## src/rtl/cdb_result_file.sv

```systemverilog
// cdb_result_file: per-ROB-tag result slots fed by the ALU lanes and the load unit.
// It drives the CDB data array and the calculated/branch bit vectors that the
// reservation stations snoop. ROB allocation, commit and flush clear slot state.
module cdb_result_file #(
  parameter int NUM_SRC   = 5,
  parameter int ROB_DEPTH = 8,
  parameter int TAG_W     = 3
) (
  input  logic                       clk,
  input  logic                       rst,
  input  logic [NUM_SRC-1:0]         wr_valid,
  input  logic [NUM_SRC*TAG_W-1:0]   wr_tag,
  input  logic [NUM_SRC*32-1:0]      wr_data,
  input  logic [NUM_SRC*32-1:0]      wr_alt,
  input  logic [NUM_SRC-1:0]         wr_ld_pc,
  input  logic [NUM_SRC-1:0]         wr_update_br,
  input  logic                       alloc_valid,
  input  logic [TAG_W-1:0]           alloc_tag,
  input  logic                       commit_valid,
  input  logic [TAG_W-1:0]           commit_tag,
  input  logic                       flush,
  output logic [ROB_DEPTH*32-1:0]    cdb_data,
  output logic [ROB_DEPTH-1:0]       robs_calculated,
  output logic [ROB_DEPTH-1:0]       br_valid,
  output logic [ROB_DEPTH-1:0]       br_taken,
  output logic [ROB_DEPTH-1:0]       allocated,
  output logic                       collision_err
);

  // Slot state
  logic [ROB_DEPTH-1:0][31:0] data_q, data_d;
  logic [ROB_DEPTH-1:0]       calc_q, calc_d;
  logic [ROB_DEPTH-1:0]       brv_q, brv_d;
  logic [ROB_DEPTH-1:0]       brt_q, brt_d;
  logic [ROB_DEPTH-1:0]       alloc_q, alloc_d;
  logic                       coll_q, coll_d;

  // Per-source unpacking
  logic [NUM_SRC-1:0][TAG_W-1:0] src_tag;
  logic [NUM_SRC-1:0][31:0]      src_val;
  logic [NUM_SRC-1:0]            src_taken;

  // Per-slot winning write
  logic [ROB_DEPTH-1:0]          hit;
  logic [ROB_DEPTH-1:0][31:0]    win_val;
  logic [ROB_DEPTH-1:0]          win_br;
  logic [ROB_DEPTH-1:0]          win_taken;
  logic                          coll_now;

  // Split the flat source buses and pick the pc-derived value where requested
  always_comb begin
    for (int i = 0; i < NUM_SRC; i++) begin
      src_tag[i]   = wr_tag[i*TAG_W +: TAG_W];
      src_val[i]   = wr_ld_pc[i] ? wr_alt[i*32 +: 32] : wr_data[i*32 +: 32];
      src_taken[i] = wr_data[i*32];
    end
  end

  // Per slot, the lowest-indexed valid source wins; a second hit flags a collision
  always_comb begin
    coll_now  = 1'b0;
    hit       = '0;
    win_val   = '0;
    win_br    = '0;
    win_taken = '0;
    for (int s = 0; s < ROB_DEPTH; s++) begin
      for (int i = 0; i < NUM_SRC; i++) begin
        if (wr_valid[i] && (src_tag[i] == TAG_W'(s))) begin
          if (hit[s]) begin
            coll_now = 1'b1;
          end else begin
            hit[s]       = 1'b1;
            win_val[s]   = src_val[i];
            win_br[s]    = wr_update_br[i];
            win_taken[s] = src_taken[i];
          end
        end
      end
    end
  end

  // Slot next state: flush > alloc > commit > write (reset handled in the register)
  always_comb begin
    data_d  = data_q;
    calc_d  = calc_q;
    brv_d   = brv_q;
    brt_d   = brt_q;
    alloc_d = alloc_q;
    coll_d  = coll_q | coll_now;
    for (int s = 0; s < ROB_DEPTH; s++) begin
      if (flush) begin
        // br_taken and data are kept; only the validity bits are dropped
        alloc_d[s] = 1'b0;
        calc_d[s]  = 1'b0;
        brv_d[s]   = 1'b0;
      end else if (alloc_valid && (alloc_tag == TAG_W'(s))) begin
        // Re-allocation of a live slot simply re-clears it (ROB wrap case)
        alloc_d[s] = 1'b1;
        calc_d[s]  = 1'b0;
        brv_d[s]   = 1'b0;
        brt_d[s]   = 1'b0;
      end else if (commit_valid && (commit_tag == TAG_W'(s))) begin
        alloc_d[s] = 1'b0;
        calc_d[s]  = 1'b0;
        brv_d[s]   = 1'b0;
      end else if (hit[s] && alloc_q[s]) begin
        // Writes to unallocated slots are dropped silently
        data_d[s] = win_val[s];
        calc_d[s] = 1'b1;
        if (win_br[s]) begin
          brv_d[s] = 1'b1;
          brt_d[s] = win_taken[s];
        end
      end
    end
  end

  // State registers with synchronous reset over everything
  always_ff @(posedge clk) begin
    if (rst) begin
      data_q  <= '0;
      calc_q  <= '0;
      brv_q   <= '0;
      brt_q   <= '0;
      alloc_q <= '0;
      coll_q  <= 1'b0;
    end else begin
      data_q  <= data_d;
      calc_q  <= calc_d;
      brv_q   <= brv_d;
      brt_q   <= brt_d;
      alloc_q <= alloc_d;
      coll_q  <= coll_d;
    end
  end

  assign cdb_data        = data_q;
  assign robs_calculated = calc_q;
  assign br_valid        = brv_q;
  assign br_taken        = brt_q;
  assign allocated       = alloc_q;
  assign collision_err   = coll_q;

endmodule

```

## config.mk

```make
export PLATFORM = sky130hd
export DESIGN_NAME = cdb_result_file
export DESIGN_NICKNAME = d
export VERILOG_FILES = /design/src/rtl/cdb_result_file.sv
export SDC_FILE = /design/constraint.sdc
export NUM_CORES = 1
export LEC_CHECK = 0
export BUFFER_PORTS_ARGS = -buffer_cell sky130_fd_sc_hd__buf_4
export CAP_MARGIN = 40
export CORE_AREA = 2 2 253 255
export DETAILED_ROUTE_END_ITERATION = 10
export DIE_AREA = 0 0 255 257
export PLACE_DENSITY = 0.54
export SYNTH_ARGS = -nofsm -noshare
export SYNTH_HDL_FRONTEND = slang
export SYNTH_SLANG_ARGS = --single-unit
export TNS_END_PERCENT = 30
```

## constraint.sdc

```tcl
create_clock -name clk -period 2.9 [get_ports clk]
set_input_delay 0.29 -clock clk [delete_from_list [all_inputs] [get_ports clk]]
set_output_delay 0.29 -clock clk [all_outputs]
set_load 0.03 [all_outputs]
```

# Word-level counts from Yosys, hierarchy flattened
# Index checks and enable logic that the tools add are counted.
op_classes:
  eq_ne: 57
  n_mux: 373
  bitwise: 18
  n_reduce_logical: 128
ops:
  columns: ["operator", "count"]
  rows:
  - ["32-bit 2-to-1 mux", 77]
  - ["1-bit 2-to-1 mux", 296]
  - ["3-bit == test (second input constant)", 28]
  - ["1-bit logical AND", 64]
  - ["4-bit AND reduction", 16]
  - ["2-bit nonzero test", 24]
  - ["3-bit by 2-bit == test with 1-bit output (second input constant)", 14]
  - ["4-bit OR reduction", 8]
  - ["3-bit by 1-bit == test with 1-bit output (second input constant)", 7]
  - ["3-bit zero test", 7]
  - ["1-bit inverter", 17]
  - ["2-bit inequality test (second input constant)", 8]
  - ["2-bit AND reduction", 8]
  - ["2-bit OR reduction", 1]
  - ["1-bit OR", 1]
totals:
  reg_bits: 289
  out_inout_bits: 289
  elab_cells: 617

# Logic depth before layout (Yosys ltp)
depth:
  word_depth: 68
  depth_mapped: 10

# Least setup slack after synthesis
# No wires, ideal clock.
synth_timing:
  kind: "input to register"
  start: "in wr_ld_pc[4]"
  end: "reg data_q, in the netlist cdb_data[58]"
  arrival_time_ps: 2048
  required_time_ps: 2768
  slack_ps: 720
  path_stages: 6
  n_path_buf: 2
  path_cell_list: "clkbuf_1 -> clkbuf_1 -> mux2i_1 -> o22ai_1 -> a2111oi_0 -> nor3_1"
synth_between:
  elab_chain_cells: 3
synth_rtl:
  columns: ["item", "line", "rtl"]
  rows:
  - ["start, declared", "15", "input logic [NUM_SRC-1:0] wr_ld_pc,"]
  - ["32-bit 2-to-1 mux", "54", "src_val[i] = wr_ld_pc[i] ? wr_alt[i*32 +: 32] : wr_data[i*32 +: 32];"]
  - ["32-bit 2-to-1 mux", "69", "if (hit[s]) begin"]
  - ["32-bit 2-to-1 mux", "68", "if (wr_valid[i] && (src_tag[i] == TAG_W'(s))) begin"]
  - ["end signal, assigned", "128", "data_q <= data_d;"]
  - ["end, declared", "31", "logic [ROB_DEPTH-1:0][31:0] data_q, data_d;"]
# Every way passes these cells.
# A chain may end at the register's enable or synchronous reset.

# Worst setup path after layout
layout_timing:
  start: "in wr_tag[3]"
  end: "reg data_q, in the netlist cdb_data[199]"
layout_between:
  elab_chain_cells: 9
layout_rtl:
  columns: ["item", "line", "rtl"]
  rows:
  - ["start, declared", "12", "input logic [NUM_SRC*TAG_W-1:0] wr_tag,"]
  - ["3-bit == test *", "68", null]
  - ["1-bit logical AND *", "68", null]
  - ["32-bit 2-to-1 mux or 1-bit 2-to-1 mux (tied branches)", "68", null]
  - ["32-bit 2-to-1 mux", "69", null]
  - ["32-bit 2-to-1 mux", "68", null]
  - ["32-bit 2-to-1 mux", "69", null]
  - ["32-bit 2-to-1 mux", "68", null]
  - ["32-bit 2-to-1 mux", "69", null]
  - ["32-bit 2-to-1 mux", "68", null]
# Every way passes the cells marked *; elsewhere a longest branch is shown, timed or not.

==> key figures <==
Worst setup path
  • Data arrival, critical path: 2.80 ns
  • Reg2reg start: allocated[1]$_SDFFE_PP0P_
  • Worst path cell trace: buf_4 -> nand4b_1 -> nand4_1 -> or2_1 -> buf_4 -> o22ai_1 -> o22ai_1 -> nor2_1
  • Startpoint types: input pin
  • Slowest CP cell: nand4b_1
  • Biggest cell delay along the critical path: 0.65 ns
  • CP Capture Type: register
  • Register-to-register setup slack: 0.86 ns
  • Register-to-Register Path Depth: 5
  • Crit path buf inv count: 2
  • Worst Path Required: around 3.4 ns
  • Critical path type: input pin to register
  • Delay-heaviest family, CP: simple AND/OR/NAND/NOR gates
  • RR Endpoint: cdb_data[61]$_SDFFE_PP0P_
  • Critical path peak fanout: 16

Layout
  • Fill cells: roughly 6300
  • Reg area: 5786 sq um
  • NumNets Final: 4018
  • Layout Area Growth over Synthesis: 41.38%
  • Final Cell Area: about 30000 sq um
  • Area of the multi-input gates: ~14000 sq um
  • Fraction of layout cells with a size suffix above 1: 29.36%
  • Non-Filler Instances: roughly 4500

Yosys
  • Syn Area/Cell: between 7 and 8 sq um
  • Area leader, netlist: dfxtp_1
  • Synth top area cells: dfxtp_1 27%, o22ai_1 8.8%, mux2i_1 7.7%
  • Seq cells post-synth: between 200 and 300
  • Most common cell in the netlist: nor2_1
  • Asr flop ratio synth: 0%
  • Post-synthesis sequential area ratio: 27.19%
  • Post-synthesis cell area: 21280 sq um
  • Synth warn: 0
  • Mapped Nets: 3338
  • Netlist cell types: 74
  • Post-synth EDFFs: 0
  • Main synth FF type: dfxtp_1
  • Top cells by instance count after synthesis: 410 x nor2_1, 298 x o22ai_1, 289 x dfxtp_1
  • Yosys top cell area share: 27.19%
  • Post-Synthesis Cells: 2977

Hold path
  • Worst Hold Endpoint: cdb_data[102]$_SDFFE_PP0P_
  • Hold path start: rst
  • Hold Crit Class: input pin to register
  • Hold path cells: 2

Route
  • DRT Pass-1 Iters: 6
  • Via count: 30738
  • Drt drc: 0
  • Vias per cell: 6.778
  • ANT nets after route: 0
  • Routed wire length: 158900 um
  • Routed len/inst: roughly 35 um
  • Iteration-0 DRC Markers: between 4000 and 5000

Pwr
  • Pwr dens: 403.5 nW/um^2
  • Leak Pwr: 11.96 nW
  • Worst vdd ir: 363.0 uV

Clock network
  • CTS buffer count: 39
  • Clock Root Buffer: clkbuf_16
  • CTS tree: done
  • Clock tree buffer depth: 3
  • H-tree levels: 2
  • # Post-CTS Setup Buffers: 0
  • Resize count post-CTS: 0
  • Worst-path clk slew: 0.06 ns
  • Clock sink count: 289
  • Cts hold-fix bufs: 0
  • Clock Latency Late Sink: roughly 0.6 ns

STA
  • Slew Limit Fails: 0
  • Relative slew slack: between 30% and 40%
  • Max frequency: 427.0 MHz
  • Post-layout minimum cycle time: 2.342 ns
  • RSZ-0062 raised after global routing: false
  • Setup WS post-layout: 0.5581 ns
  • Setup violations, final: 0
  • Fin crit share: 80.75%
  • Setup TNS: 0 ns
  • Skew final: roughly 0.034 ns
  • Worst Max-Slew Pin Slew: 0.9865 ns
  • WHS: 0.1264 ns
  • Fin. Hold Viols: 0

Floorplanning
  • Die height: 257 um
  • Die area: 65540 sq um
  • I/O pins: 650
  • Initial core utilization: approximately a third
  • Core area: 62740 sq um
  • Die W: 255 um
  • FP Rows: around 90

Global routing
  • GRT Util Overall: 46.22%
  • GRT overflow: 0
  • First-pass GRT wire length: 217100 um
  • Initial antenna violation count: 7
  • Largest net degree at the start of global routing: a little under 100
  • Number of global-route vias before repair: 28224

Place
  • Port bufs: 649
  • Total placed instance area: ~29000 sq um
  • Post-DP HPWL: 113400 um
  • GPL Wtd Cong: between 1 and 1.5
  • Post-place setup slack: approximately 0.1 ns
  • DP Cell Count: 4462

Job
  • Max-capacitance violation count: 0

Outcome
  • Outcome: finished clean
state kept, by name, indices dropped and copies added, names as in the netlist:
signal and count:
collision_err 1, robs_calculated 8, cdb_data 256, br_valid 8, allocated 8, br_taken 8
through the flow:
stage / utilization [%] / power, mW
floorplan: - / 5.228
global placement: 45.85 / 6.956
detailed placement: 45.87 / 6.975
CTS: 47.94 / 11.96
global route: 47.94 / 12.30
finish: 47.95 / 12.14
cells in the final DEF (no fill, tap or decap), types with 21 or more instances in the layout:
cell       instances
buf_4            935
nor2_1           410
o22ai_1          298
dfxtp_1          289
o21ai_0          266
nand2_1          209
nor3_1           179
a21oi_1          163
mux2i_1          162
o211ai_1         159
a31oi_1           50
o22a_1            47
clkbuf_16         40
nand3_1           35
o221ai_1          35
buf_12            32
o21ai_1           31
a311oi_1          30
a2111oi_0         26
inv_1             21
worst reg2reg max path: cells and delay by family, from the launching register on:
family                 cells  cell delay (ns)
AOI/OAI and AO/OA          2             0.76
buffers and inverters      1             0.27
DFF                        1             0.43
and+or+nand+nor            2             0.45
how the worst max path moves through the flow:
stage | from | end | slack, ns | depth (start not counted)
finish | wr_tag[3] | cdb_data[199]$_SDFFE_PP0P_ | 0.56 | 8
detailed placement | wr_tag[3] | cdb_data[199]$_SDFFE_PP0P_ | 0.1 | 8
global placement | wr_tag[3] | cdb_data[199]$_SDFFE_PP0P_ | 0.09 | 8
floorplan | wr_ld_pc[4] | cdb_data[58]$_SDFFE_PP0P_ | 0.72 | 6
global route | wr_tag[3] | cdb_data[199]$_SDFFE_PP0P_ | 0.61 | 8
CTS | wr_tag[3] | cdb_data[199]$_SDFFE_PP0P_ | 0.70 | 8
where the power goes:
part | switching [mW] | internal (mW)
Combinational | 2.04 | 1.04
Clock | 2.10 | 2.96
Sequential | 0.0170 | 3.98
Total | 4.15 | 7.98
routing by layer:
layer	vias to the layer above	part of all wire [%]	GRT usage [%]
li1	12751	-	-
met1	14718	39	60.37
met2	2660	41	66.27
met3	605	14	16.18
met4	4	6.4	24.48
met5	-	0.0094	0
kinds of logic (layout without fill, tap and decap cells):
family	Yosys count	in the layout	share of synthesized area, %
AOI/OAI and AO/OA	1202	1202	36.49
and+or+nand+nor	969	969	21.81
buffers and inverters	351	1059	6.686
DFF	289	289	27.19
muxes	165	165	7.774
adders and majority gates	1	1	0.04704
other	0	4	0
area by class of cell:
class	instances	area share [%]
antenna	4	0.03327
clock buffer	58	3.885
clock inverter	11	0.4159
inverter	22	0.2745
multi-input combinational	2337	47.14
sequential	289	19.23
tap	846	3.519
timing repair buffer	968	25.50
No activity file was read; power rests on OpenSTA's default activity.
